===== src/rtl/mouse_ctrl_regs_if.sv =====
// Bus and packet-side signal bundle for the mouse control register block.
// The master drives host strobes and decoded packets; the slave is the register block.
interface mouse_ctrl_regs_if;
    logic [3:0]  Addr;
    logic [31:0] WrData;
    logic        RD;
    logic        WR;
    logic [31:0] RdData;
    logic        pkt_valid;
    logic        pkt_ready;
    logic [2:0]  pkt_btn;
    logic [8:0]  pkt_dx;
    logic [8:0]  pkt_dy;
    logic        Irq;

    modport master (
        output Addr, WrData, RD, WR, pkt_valid, pkt_btn, pkt_dx, pkt_dy,
        input  RdData, pkt_ready, Irq
    );

    modport slave (
        input  Addr, WrData, RD, WR, pkt_valid, pkt_btn, pkt_dx, pkt_dy,
        output RdData, pkt_ready, Irq
    );
endinterface


===== src/rtl/mouse_ctrl_regs.sv =====
// Memory-mapped mouse register block: scaled X/Y accumulation with optional
// clamping, plus a button-change event FIFO with a level interrupt.
module mouse_ctrl_regs #(
    parameter int POS_W      = 32,
    parameter int FIFO_DEPTH = 8,
    parameter int SCALE_W    = 5
) (
    input logic              Clk,
    input logic              Reset,
    mouse_ctrl_regs_if.slave bus
);
    localparam int AW = $clog2(FIFO_DEPTH);
    localparam int CW = AW + 1;

    localparam logic [3:0] A_POS_X   = 4'd0;
    localparam logic [3:0] A_POS_Y   = 4'd1;
    localparam logic [3:0] A_STATUS  = 4'd2;
    localparam logic [3:0] A_SCALE_X = 4'd3;
    localparam logic [3:0] A_SCALE_Y = 4'd4;
    localparam logic [3:0] A_MIN_X   = 4'd5;
    localparam logic [3:0] A_MAX_X   = 4'd6;
    localparam logic [3:0] A_MIN_Y   = 4'd7;
    localparam logic [3:0] A_MAX_Y   = 4'd8;
    localparam logic [3:0] A_CTRL    = 4'd9;
    localparam logic [3:0] A_EVENT   = 4'd10;
    localparam logic [3:0] A_CLR     = 4'd11;

    localparam logic signed [POS_W-1:0] POS_MIN = {1'b1, {(POS_W-1){1'b0}}};
    localparam logic signed [POS_W-1:0] POS_MAX = {1'b0, {(POS_W-1){1'b1}}};

    logic signed [POS_W-1:0] pos_x, pos_y, min_x, max_x, min_y, max_y;
    logic signed [POS_W-1:0] next_x, next_y;
    logic [SCALE_W-1:0]      scale_x, scale_y;
    logic [2:0]              ctrl;
    logic [2:0]              shadow;
    logic                    overflow;
    logic [5:0]              fifo_mem [FIFO_DEPTH];
    logic [AW-1:0]           wr_ptr, rd_ptr;
    logic [CW-1:0]           count;
    logic [31:0]             rd_val;
    logic                    xfer, pop, push_req, push, fifo_full, fifo_empty;

    // Scaled increment, then sum one bit wider so saturation sees the true result.
    function automatic logic signed [POS_W-1:0] accum(
        input logic signed [POS_W-1:0] pos,
        input logic [8:0]              d,
        input logic [SCALE_W-1:0]      sh,
        input logic                    clamp,
        input logic signed [POS_W-1:0] lo,
        input logic signed [POS_W-1:0] hi
    );
        logic signed [POS_W-1:0] inc;
        logic signed [POS_W:0]   sum;
        inc = POS_W'($signed(d));
        if (32'(sh) >= POS_W) inc = '0;
        else                  inc = inc << sh;
        sum = (POS_W+1)'(pos) + (POS_W+1)'(inc);
        if (!clamp)                     return sum[POS_W-1:0];
        if (lo > hi)                    return hi;
        if (sum > (POS_W+1)'(hi))       return hi;
        if (sum < (POS_W+1)'(lo))       return lo;
        return sum[POS_W-1:0];
    endfunction

    assign xfer       = bus.pkt_valid & bus.pkt_ready;
    assign fifo_empty = (count == '0);
    assign fifo_full  = (count == CW'(FIFO_DEPTH));
    assign pop        = bus.RD && (bus.Addr == A_EVENT) && !fifo_empty;
    assign push_req   = xfer && (bus.pkt_btn != shadow);
    // A same-cycle pop frees the slot the push needs.
    assign push       = push_req && (!fifo_full || pop);

    assign next_x = accum(pos_x, bus.pkt_dx, scale_x, ctrl[1], min_x, max_x);
    assign next_y = accum(pos_y, bus.pkt_dy, scale_y, ctrl[1], min_y, max_y);

    always_comb begin
        rd_val = '0;
        case (bus.Addr)
            A_POS_X:   rd_val = 32'(pos_x);
            A_POS_Y:   rd_val = 32'(pos_y);
            A_STATUS:  rd_val = {16'd0, 8'(count), 2'b00, overflow, fifo_full, fifo_empty, shadow};
            A_SCALE_X: rd_val = 32'(scale_x);
            A_SCALE_Y: rd_val = 32'(scale_y);
            A_MIN_X:   rd_val = 32'(min_x);
            A_MAX_X:   rd_val = 32'(max_x);
            A_MIN_Y:   rd_val = 32'(min_y);
            A_MAX_Y:   rd_val = 32'(max_y);
            A_CTRL:    rd_val = {29'd0, ctrl};
            A_EVENT:   rd_val = fifo_empty ? 32'd0 : {1'b1, 25'd0, fifo_mem[rd_ptr]};
            default:   rd_val = '0;
        endcase
    end

    // NOTE: storage holds no reset; the pointers and count define what is valid.
    always_ff @(posedge Clk) begin
        if (push) fifo_mem[wr_ptr] <= {shadow, bus.pkt_btn};
    end

    // NOTE: all state below uses non-blocking assignments so every read sees pre-edge values.
    always_ff @(posedge Clk or posedge Reset) begin
        if (Reset) begin
            pos_x         <= '0;
            pos_y         <= '0;
            min_x         <= POS_MIN;
            max_x         <= POS_MAX;
            min_y         <= POS_MIN;
            max_y         <= POS_MAX;
            scale_x       <= '0;
            scale_y       <= '0;
            ctrl          <= '0;
            shadow        <= '0;
            overflow      <= 1'b0;
            wr_ptr        <= '0;
            rd_ptr        <= '0;
            count         <= '0;
            bus.RdData    <= '0;
            bus.pkt_ready <= 1'b0;
            bus.Irq       <= 1'b0;
        end else begin
            if (bus.RD) bus.RdData <= rd_val;

            if (xfer) begin
                pos_x  <= next_x;
                pos_y  <= next_y;
                shadow <= bus.pkt_btn;
            end

            if (bus.WR) begin
                case (bus.Addr)
                    A_POS_X:   pos_x   <= bus.WrData[POS_W-1:0];
                    A_POS_Y:   pos_y   <= bus.WrData[POS_W-1:0];
                    A_SCALE_X: scale_x <= bus.WrData[SCALE_W-1:0];
                    A_SCALE_Y: scale_y <= bus.WrData[SCALE_W-1:0];
                    A_MIN_X:   min_x   <= bus.WrData[POS_W-1:0];
                    A_MAX_X:   max_x   <= bus.WrData[POS_W-1:0];
                    A_MIN_Y:   min_y   <= bus.WrData[POS_W-1:0];
                    A_MAX_Y:   max_y   <= bus.WrData[POS_W-1:0];
                    A_CTRL: begin
                        ctrl          <= bus.WrData[2:0];
                        bus.pkt_ready <= bus.WrData[0];
                    end
                    default: ;
                endcase
            end

            // A drop in the same cycle as a clear leaves the flag set.
            if (push_req && !push)                            overflow <= 1'b1;
            else if (bus.WR && bus.Addr == A_CLR && bus.WrData[0]) overflow <= 1'b0;

            if (push) wr_ptr <= wr_ptr + 1'b1;
            if (pop)  rd_ptr <= rd_ptr + 1'b1;
            count <= count + CW'(push) - CW'(pop);

            bus.Irq <= ctrl[2] & (!fifo_empty | overflow);
        end
    end
endmodule

===== src/flat_wrapper.sv =====
// flat-port wrapper written by rule: the top's interface ports become plain ports
module mouse_ctrl_regs_flat 
#(
    parameter int POS_W      = 32,
    parameter int FIFO_DEPTH = 8,
    parameter int SCALE_W    = 5
)
  (Clk, Reset, bus_Addr, bus_WrData, bus_RD, bus_WR, bus_pkt_valid, bus_pkt_btn, bus_pkt_dx, bus_pkt_dy, bus_RdData, bus_pkt_ready, bus_Irq);
  mouse_ctrl_regs_if bus_i ();
  input logic Clk;
  input logic Reset;
  input wire logic [$bits(bus_i.Addr)-1:0] bus_Addr;
  input wire logic [$bits(bus_i.WrData)-1:0] bus_WrData;
  input wire logic [$bits(bus_i.RD)-1:0] bus_RD;
  input wire logic [$bits(bus_i.WR)-1:0] bus_WR;
  input wire logic [$bits(bus_i.pkt_valid)-1:0] bus_pkt_valid;
  input wire logic [$bits(bus_i.pkt_btn)-1:0] bus_pkt_btn;
  input wire logic [$bits(bus_i.pkt_dx)-1:0] bus_pkt_dx;
  input wire logic [$bits(bus_i.pkt_dy)-1:0] bus_pkt_dy;
  output wire logic [$bits(bus_i.RdData)-1:0] bus_RdData;
  output wire logic [$bits(bus_i.pkt_ready)-1:0] bus_pkt_ready;
  output wire logic [$bits(bus_i.Irq)-1:0] bus_Irq;
  assign bus_i.Addr = bus_Addr;
  assign bus_i.WrData = bus_WrData;
  assign bus_i.RD = bus_RD;
  assign bus_i.WR = bus_WR;
  assign bus_i.pkt_valid = bus_pkt_valid;
  assign bus_i.pkt_btn = bus_pkt_btn;
  assign bus_i.pkt_dx = bus_pkt_dx;
  assign bus_i.pkt_dy = bus_pkt_dy;
  assign bus_RdData = bus_i.RdData;
  assign bus_pkt_ready = bus_i.pkt_ready;
  assign bus_Irq = bus_i.Irq;
  mouse_ctrl_regs #(.POS_W(POS_W), .FIFO_DEPTH(FIFO_DEPTH), .SCALE_W(SCALE_W)) u_core (.Clk(Clk), .Reset(Reset), .bus(bus_i));
endmodule

===== config.mk =====
export PLATFORM = sky130hd
export DESIGN_NAME = mouse_ctrl_regs_flat
export DESIGN_NICKNAME = d
export VERILOG_FILES = /design/src/rtl/mouse_ctrl_regs_if.sv /design/src/rtl/mouse_ctrl_regs.sv /design/src/flat_wrapper.sv
export SDC_FILE = /design/constraint.sdc
export NUM_CORES = 1
export LEC_CHECK = 0
export ABC_AREA = 1
export BUFFER_PORTS_ARGS = -buffer_cell sky130_fd_sc_hd__clkbuf_2
export CORE_MARGIN = 3
export CORE_UTILIZATION = 25
export CTS_BUF_LIST = sky130_fd_sc_hd__clkbuf_4 sky130_fd_sc_hd__clkbuf_8 sky130_fd_sc_hd__clkbuf_16
export CTS_CLUSTER_SIZE = 12
export DETAILED_ROUTE_END_ITERATION = 7
export PLACE_DENSITY = 0.48
export SLEW_MARGIN = 20
export SYNTH_ARGS = -nofsm -noshare
export SYNTH_HDL_FRONTEND = slang
export SYNTH_SLANG_ARGS = --single-unit

===== constraint.sdc =====
create_clock -name Clk -period 10.5 [get_ports Clk]
set_clock_uncertainty 0.15 [all_clocks]
set_input_delay 1.05 -clock Clk [delete_from_list [all_inputs] [get_ports Clk]]
set_output_delay 1.05 -clock Clk [all_outputs]
set_load 0.1 [all_outputs]

======== Word level (Yosys, flattened, before mapping) ========
Memories as Yosys holds them, arrays and structs flattened.
Index checks and enable logic that the tools add are counted.
storage, ports and cells
  register bits after elaboration ......... 253
  RAM bits ................................ 48
  input port bits ......................... 62
  output and inout port bits .............. 34
  word-level logic and storage cells ...... 115
  memories ................................ 1
memory list
  name             words  width  rd ports  clocked after memory_dff  write ports  RTL line               RTL
  u_core.fifo_mem  8      6      1         0                         1            mouse_ctrl_regs.sv:37  logic [5:0] fifo_mem [FIFO_DEPTH];
operators by class
  $add $sub $neg .......................... 6
  $lt $le $gt $ge ......................... 6
  equal/unequal tests ..................... 13
  shifts and indexed selects .............. 2
  muxes and demuxes ....................... 46
  bitwise logic cells ..................... 3
  reductions and logical operators ........ 21
operators by type and width
  cell                   count
  $mux W32               23
  $pmux W32 S11          1
  $add A32 B32 Y33       2
  $gt A33 B32 Y1         2
  $lt A33 B32 Y1         2
  $gt A32 B32 Y1         2
  $shl A32 B5 Y32        2
  $mux W1                22
  $eq A4 B4 Y1 const B   5
  $eq A4 B3 Y1 const B   4
  $reduce_and A2 Y1      7
  $eq A4 B2 Y1 const B   2
  $logic_not A4 Y1       2
  $logic_and A1 B1 Y1    7
  $add A3 B1 Y3 const B  2
  $add A4 B1 Y4          1
  $eq A4 B1 Y1 const B   1
  $sub A4 B1 Y4          1
  $logic_not A1 Y1       3
  $ne A3 B3 Y1           1
  $and A1 B1 Y1          2
  $reduce_bool A2 Y1     1
  $logic_or A1 B1 Y1     1
  $or A1 B1 Y1           1

======== Depth between registers and ports, before layout ========
  word-level depth ........................ 16
  depth in mapped cells ................... 42

======== Worst setup path after synthesis ========
Ideal clock, no wire load.
  path type ............................... input to register
  start point ............................. in bus_pkt_dy[0]
  end point ............................... reg u_core.pos_y[10]
  setup time .............................. 0.120 ns
  data arrival time ....................... 4.887 ns
  data required time ...................... 10.230 ns
  setup slack ............................. 5.343 ns
  stages .................................. 32
  path through ............................ nand2_1 > inv_1 > o21ai_0 > inv_1 > o21ai_0 > nand2_1 > nand2_1 > nor2_1 > ha_1 > nand2_1 > nor2_1 > and3_1 > nand2_1 > nand2_1 > nand2_1 > nand2_1 > a21oi_1 > o21ai_0 > xor2_1 > ha_1 > a21o_1 > nor2_1 > nand2_1 > a21oi_2 > nand4_2 > nand2_4 > nand3_4 > nand2_4 > buf_2 > nand2_1 > nand3_2 > a21oi_2
between the ends
  word-level cells in the longest chain between the ends .. 14
  elaborated cells between the ends (all ways) .. 22
  classes of those cells .................. 1 x add/sub; 2 x order compare; 1 x shift; 18 x mux
RTL lines
  item                   RTL line                RTL
  start, declared        flat_wrapper.sv:19      input wire logic [$bits(bus_i.pkt_dy)-1:0] bus_pkt_dy;
  $shl A32 B5 Y32 *      mouse_ctrl_regs.sv:56   else inc = inc << sh;
  $add A32 B32 Y33 *     mouse_ctrl_regs.sv:57   sum = (POS_W+1)'(pos) + (POS_W+1)'(inc);
  $lt A33 B32 Y1         mouse_ctrl_regs.sv:61   if (sum < (POS_W+1)'(lo)) return lo;
  $mux W1 (2 in series)  mouse_ctrl_regs.sv:61
  $mux W1                mouse_ctrl_regs.sv:60   if (sum > (POS_W+1)'(hi)) return hi;
  $mux W1                mouse_ctrl_regs.sv:59   if (lo > hi) return hi;
  $mux W32               mouse_ctrl_regs.sv:62   return sum[POS_W-1:0];
  $mux W32               mouse_ctrl_regs.sv:61
  $mux W32               mouse_ctrl_regs.sv:60
  $mux W32 *             mouse_ctrl_regs.sv:59
  $mux W32 *             mouse_ctrl_regs.sv:122  if (xfer) begin
  $mux W32               mouse_ctrl_regs.sv:129  case (bus.Addr)
  $mux W32 *             mouse_ctrl_regs.sv:128  if (bus.WR) begin
  end signal, assigned   mouse_ctrl_regs.sv:124  pos_y <= next_y;
  end signal, assigned   mouse_ctrl_regs.sv:131  A_POS_Y: pos_y <= bus.WrData[POS_W-1:0];
  end, declared          mouse_ctrl_regs.sv:31   logic signed [POS_W-1:0] pos_x, pos_y, min_x, max_x, min_y, max_y;
Mark *: on every way between the ends. The rest lies on a longest branch, timed or not. The select of a mux whose other input is x is not followed.
A chain may end at the register's enable or synchronous reset.

======== Worst setup path after layout ========
  start point ............................. reg u_core.scale_x[0]
  end point ............................... reg u_core.pos_x[0]
between the ends
  word-level cells in the longest chain between the ends .. 14
  elaborated cells between the ends (all ways) .. 22
  classes of those cells .................. 1 x add/sub; 2 x order compare; 1 x shift; 18 x mux
RTL lines
  item                    RTL line                RTL
  start, declared         mouse_ctrl_regs.sv:33   logic [SCALE_W-1:0] scale_x, scale_y;
  start signal, assigned  mouse_ctrl_regs.sv:132  A_SCALE_X: scale_x <= bus.WrData[SCALE_W-1:0];
  $shl A32 B5 Y32 *       mouse_ctrl_regs.sv:56
  $add A32 B32 Y33 *      mouse_ctrl_regs.sv:57
  $lt A33 B32 Y1          mouse_ctrl_regs.sv:61
  $mux W1 (2 in series)   mouse_ctrl_regs.sv:61
  $mux W1                 mouse_ctrl_regs.sv:60
  $mux W1                 mouse_ctrl_regs.sv:59
  $mux W32                mouse_ctrl_regs.sv:62
  $mux W32                mouse_ctrl_regs.sv:61
  $mux W32                mouse_ctrl_regs.sv:60
  $mux W32 *              mouse_ctrl_regs.sv:59
  $mux W32 *              mouse_ctrl_regs.sv:122
  $mux W32                mouse_ctrl_regs.sv:129
  $mux W32 *              mouse_ctrl_regs.sv:128
  end signal, assigned    mouse_ctrl_regs.sv:123  pos_x <= next_x;
  end signal, assigned    mouse_ctrl_regs.sv:130  A_POS_X: pos_x <= bus.WrData[POS_W-1:0];
  end, declared           mouse_ctrl_regs.sv:31
Marks and branches as above.

==> impl_metrics.env <==
export IMPL_status="finished, final reports clean"
export IMPL_die_area_sq_um=108000
export IMPL_cts_tree="yes"
export IMPL_p_leak_nw=14.7
export IMPL_cts_htree_levels=2
export IMPL_drv_slew=0
export IMPL_cp_end_kind="register"
export IMPL_r2r_end="u_core.pos_x[0]"
export IMPL_cap_violations=0
export IMPL_synth_edf_count=48
export IMPL_cts_resized=0
export IMPL_worstHoldPathCells=2
export IMPL_p_switching_mw=5.89
export IMPL_synthDistinctLibCells=59
export IMPL_final_area_sq_um=29300
export IMPL_synth_top_flop_cell="dfrtp_1"
export IMPL_grt_usage_pct=19.9
export IMPL_fp_dieH_microns=329
export IMPL_arrival_ns=7.36
export IMPL_drcViolationCount=0
export IMPL_netlist_area_sq_um=26100
export IMPL_ff_latch_area_sq_um=7830
export IMPL_hpwlAfterDp_mm=85.1
export IMPL_rows=117
export IMPL_final_cell_mix="1154 x nand2_1, 526 x inv_1, 368 x o21ai_0"
export IMPL_worstPathRequired_ns=10.83
export IMPL_tightest_slew_ns=1.07
export IMPL_avgViaCountPerCell=4.94
export IMPL_r2r_start="u_core.scale_x[0]"
export IMPL_grt_max_degree=92
export IMPL_synthTopCellsByArea="dfrtp_1 18%, nand2_1 17%, ha_1 13%, inv_1 7.6%, o21ai_0 7.1%"
export IMPL_via_count=26200
export IMPL_synth_nets=4211
export IMPL_place_gp_congestion=0.939
export IMPL_fmax_mhz=142
export IMPL_avgRoutedWirePerCell_microns=20.6
export IMPL_switching_share_pct=56.3
export IMPL_hold_buffers=0
export IMPL_intPower_mw=4.58
export IMPL_max_stage_delay_ns=0.63
export IMPL_min_from="u_core.bus.RdData[1]"
export IMPL_final_common_cell="nand2_1"
export IMPL_post_dp_cell_area_sq_um=28000
export IMPL_design_core_area_sq_um=103000
export IMPL_hold_viol_final=0
export IMPL_die_x_microns=329
export IMPL_syn_avg_cell_area_sq_um=6.73
export IMPL_clock_path_buffers=3
export IMPL_initial_core_util_pct=25.4
export IMPL_critPathLaunch="u_core.scale_x[0]"
export IMPL_cts_setup_buffers=0
export IMPL_path_class="reg2reg"
export IMPL_period_minus_slack_ns=7.03
export IMPL_dr_pass1_iters=6
export IMPL_path_clk_slew_ns=0.06
export IMPL_fill_cells=11400
export IMPL_yosysWarningCount=0
export IMPL_routed_wl_mm=110
export IMPL_hold_path_end="u_core.bus.RdData[1]"
export IMPL_crit_slowest_cell="nand2_2"
export IMPL_setup_viol=0
export IMPL_insertion_delay_ns=0.58
export IMPL_fin_nets=4239
export IMPL_powerDensity_nw_per_um2=358
export IMPL_grt_overflow_total=0
export IMPL_rsz0062_at_grt="false"
export IMPL_synthCells=3880
export IMPL_grt_pass1_vias=24500
export IMPL_yosys_register_bits=300
export IMPL_crit_path_max_fanout=32
export IMPL_antenna_found_initial=4
export IMPL_drive_gt1_share_pct=8.36
export IMPL_numCtsBuffers=38
export IMPL_p_seq_share_pct=19.0
export IMPL_drtIter0Drc=2502
export IMPL_ios=96
export IMPL_vdd_drop_max_v=0.000338
export IMPL_tns_ns=0
export IMPL_ant_nets=0
export IMPL_io_buffers=95
export IMPL_ctsRootBufferMaster="clkbuf_16"
export IMPL_cpMostUsedCell="nand2_1"
export IMPL_comb_power_share_pct=67.8
export IMPL_synth_seq_area_share_pct=30.0
export IMPL_hp_class="reg2reg"
export IMPL_syn_to_final_growth_pct=12.1
export IMPL_synth_area_leader_cell="dfrtp_1"
export IMPL_synth_top_area_share_pct=18.0
export IMPL_period_share_pct=67.0
export IMPL_slew_headroom_pct=27.8
export IMPL_reg2reg_depth=33
export IMPL_multi_input_area_sq_um=15700
export IMPL_reg2reg_slack_ns=3.47
export IMPL_power_frac_clock_pct=13.1
export IMPL_synthArstFlopShare_pct=84.0
export IMPL_cts_sinks=300
export IMPL_grt_pass1_wl_mm=162
export IMPL_start_kind="register"
[cell type report]
type / count / share of cell area (%)
multi-input cells: 2905 / 53.6
flip-flops and latches: 300 / 26.7
inverters: 538 / 6.93
well taps: 1368 / 5.85
clock buffers: 55 / 3.92
repair buffers: 125 / 2.39
clock inverters: 14 / 0.492
diodes: 3 / 0.0256
[critical path: cells and delay by family, from the launching register on]
family                   cells  cell delay [ns]
buffers and inverters        4             0.73
AND/OR/NAND/NOR             23             3.60
XOR/XNOR                     1             0.48
AO/OA/AOI/OAI                3             0.72
adder cells (fa/ha/maj)      2             0.71
flip-flops                   1             0.55
[kinds of logic (layout without fill, tap and decap cells)]
group / count (synthesis) / after routing / synth area share (%)
AND/OR/NAND/NOR: 1755 / 1755 / 27.5
AO/OA/AOI/OAI: 818 / 818 / 17.4
buffers and inverters: 675 / 732 / 10.0
flip-flops: 300 / 300 / 30.0
adder cells (fa/ha/maj): 269 / 269 / 13.0
XOR/XNOR: 50 / 50 / 1.68
multiplexers: 13 / 13 / 0.498
other: 0 / 3 / 0
[through the flow]
stage | util [%] | hold WS, ns | setup WS, ns | power (mW) | instances
global route | 28.5 | 0.344 | 2.94 | 11.5 | 5305
floorplan | - | 0.308 | 2.48 | 6.92 | 3880
global placement | 27.2 | 0.314 | 3.43 | 9.01 | 5236
detailed placement | 27.2 | 0.316 | 3.42 | 9.00 | 5236
finish | 28.5 | 0.329 | 3.47 | 10.5 | 5308
CTS | 28.5 | 0.333 | 3.65 | 10.4 | 5305
[Yosys cell counts, drive strengths merged, types with 10 or more instances]
| master | number |
|---|---|
| o2111ai | 21 |
| dfrtp | 188 |
| o211ai | 10 |
| ha | 266 |
| xnor2 | 14 |
| nand2 | 1178 |
| edfxtp | 48 |
| mux2i | 13 |
| nor3 | 24 |
| a21o | 18 |
| nand4 | 43 |
| inv | 530 |
| o22ai | 49 |
| o21a | 13 |
| xor2 | 36 |
| dfstp | 64 |
| a21oi | 277 |
| clkbuf | 108 |
| o21ai | 378 |
| nor2 | 307 |
| buf | 29 |
| nand3 | 177 |
[flip-flops by register name (all words and copies together), names as in the netlist]
register and count:
u_core.fifo_mem 48, u_core.bus.RdData 32, u_core.max_x 32, u_core.max_y 32
u_core.min_x 32, u_core.min_y 32, u_core.pos_x 32, u_core.pos_y 32
u_core.scale_x 5, u_core.scale_y 5, u_core.count 4, u_core.ctrl 3
u_core.rd_ptr 3, u_core.shadow 3, u_core.wr_ptr 3, u_core.bus.Irq 1
u_core.overflow 1
[power by group through the flow]
stage,logic (mW),registers (mW),clock network [mW]
floorplan,5.04,1.88,0
global placement,7.00,2.00,0
detailed placement,7.00,2.00,0
CTS,7.04,1.98,1.41
global route,8.01,2.03,1.45
finish,7.11,1.99,1.38
[how the worst max path moves through the flow]
stage                             endpoint  depth (start not counted)  slack, ns
final                      u_core.pos_x[0]                         33       3.47
after global routing      u_core.pos_x[13]                         34       2.94
after CTS                  u_core.pos_x[0]                         33       3.65
after detailed placement  u_core.pos_x[11]                         34       3.42
after global placement    u_core.pos_x[11]                         34       3.43
after floorplan             u_core.bus.Irq                          1       2.48
[metal layers]
layer | GRT usage [%] | vias to the layer above | wire length [microns]
li1 | - | 12800 | -
met1 | 28.6 | 12400 | 51000
met2 | 30.8 | 912 | 47600
met3 | 2.78 | 141 | 7830
met4 | 5.68 | 4 | 3110
met5 | 0 | - | 23
Power figures use the tool's default switching activity.
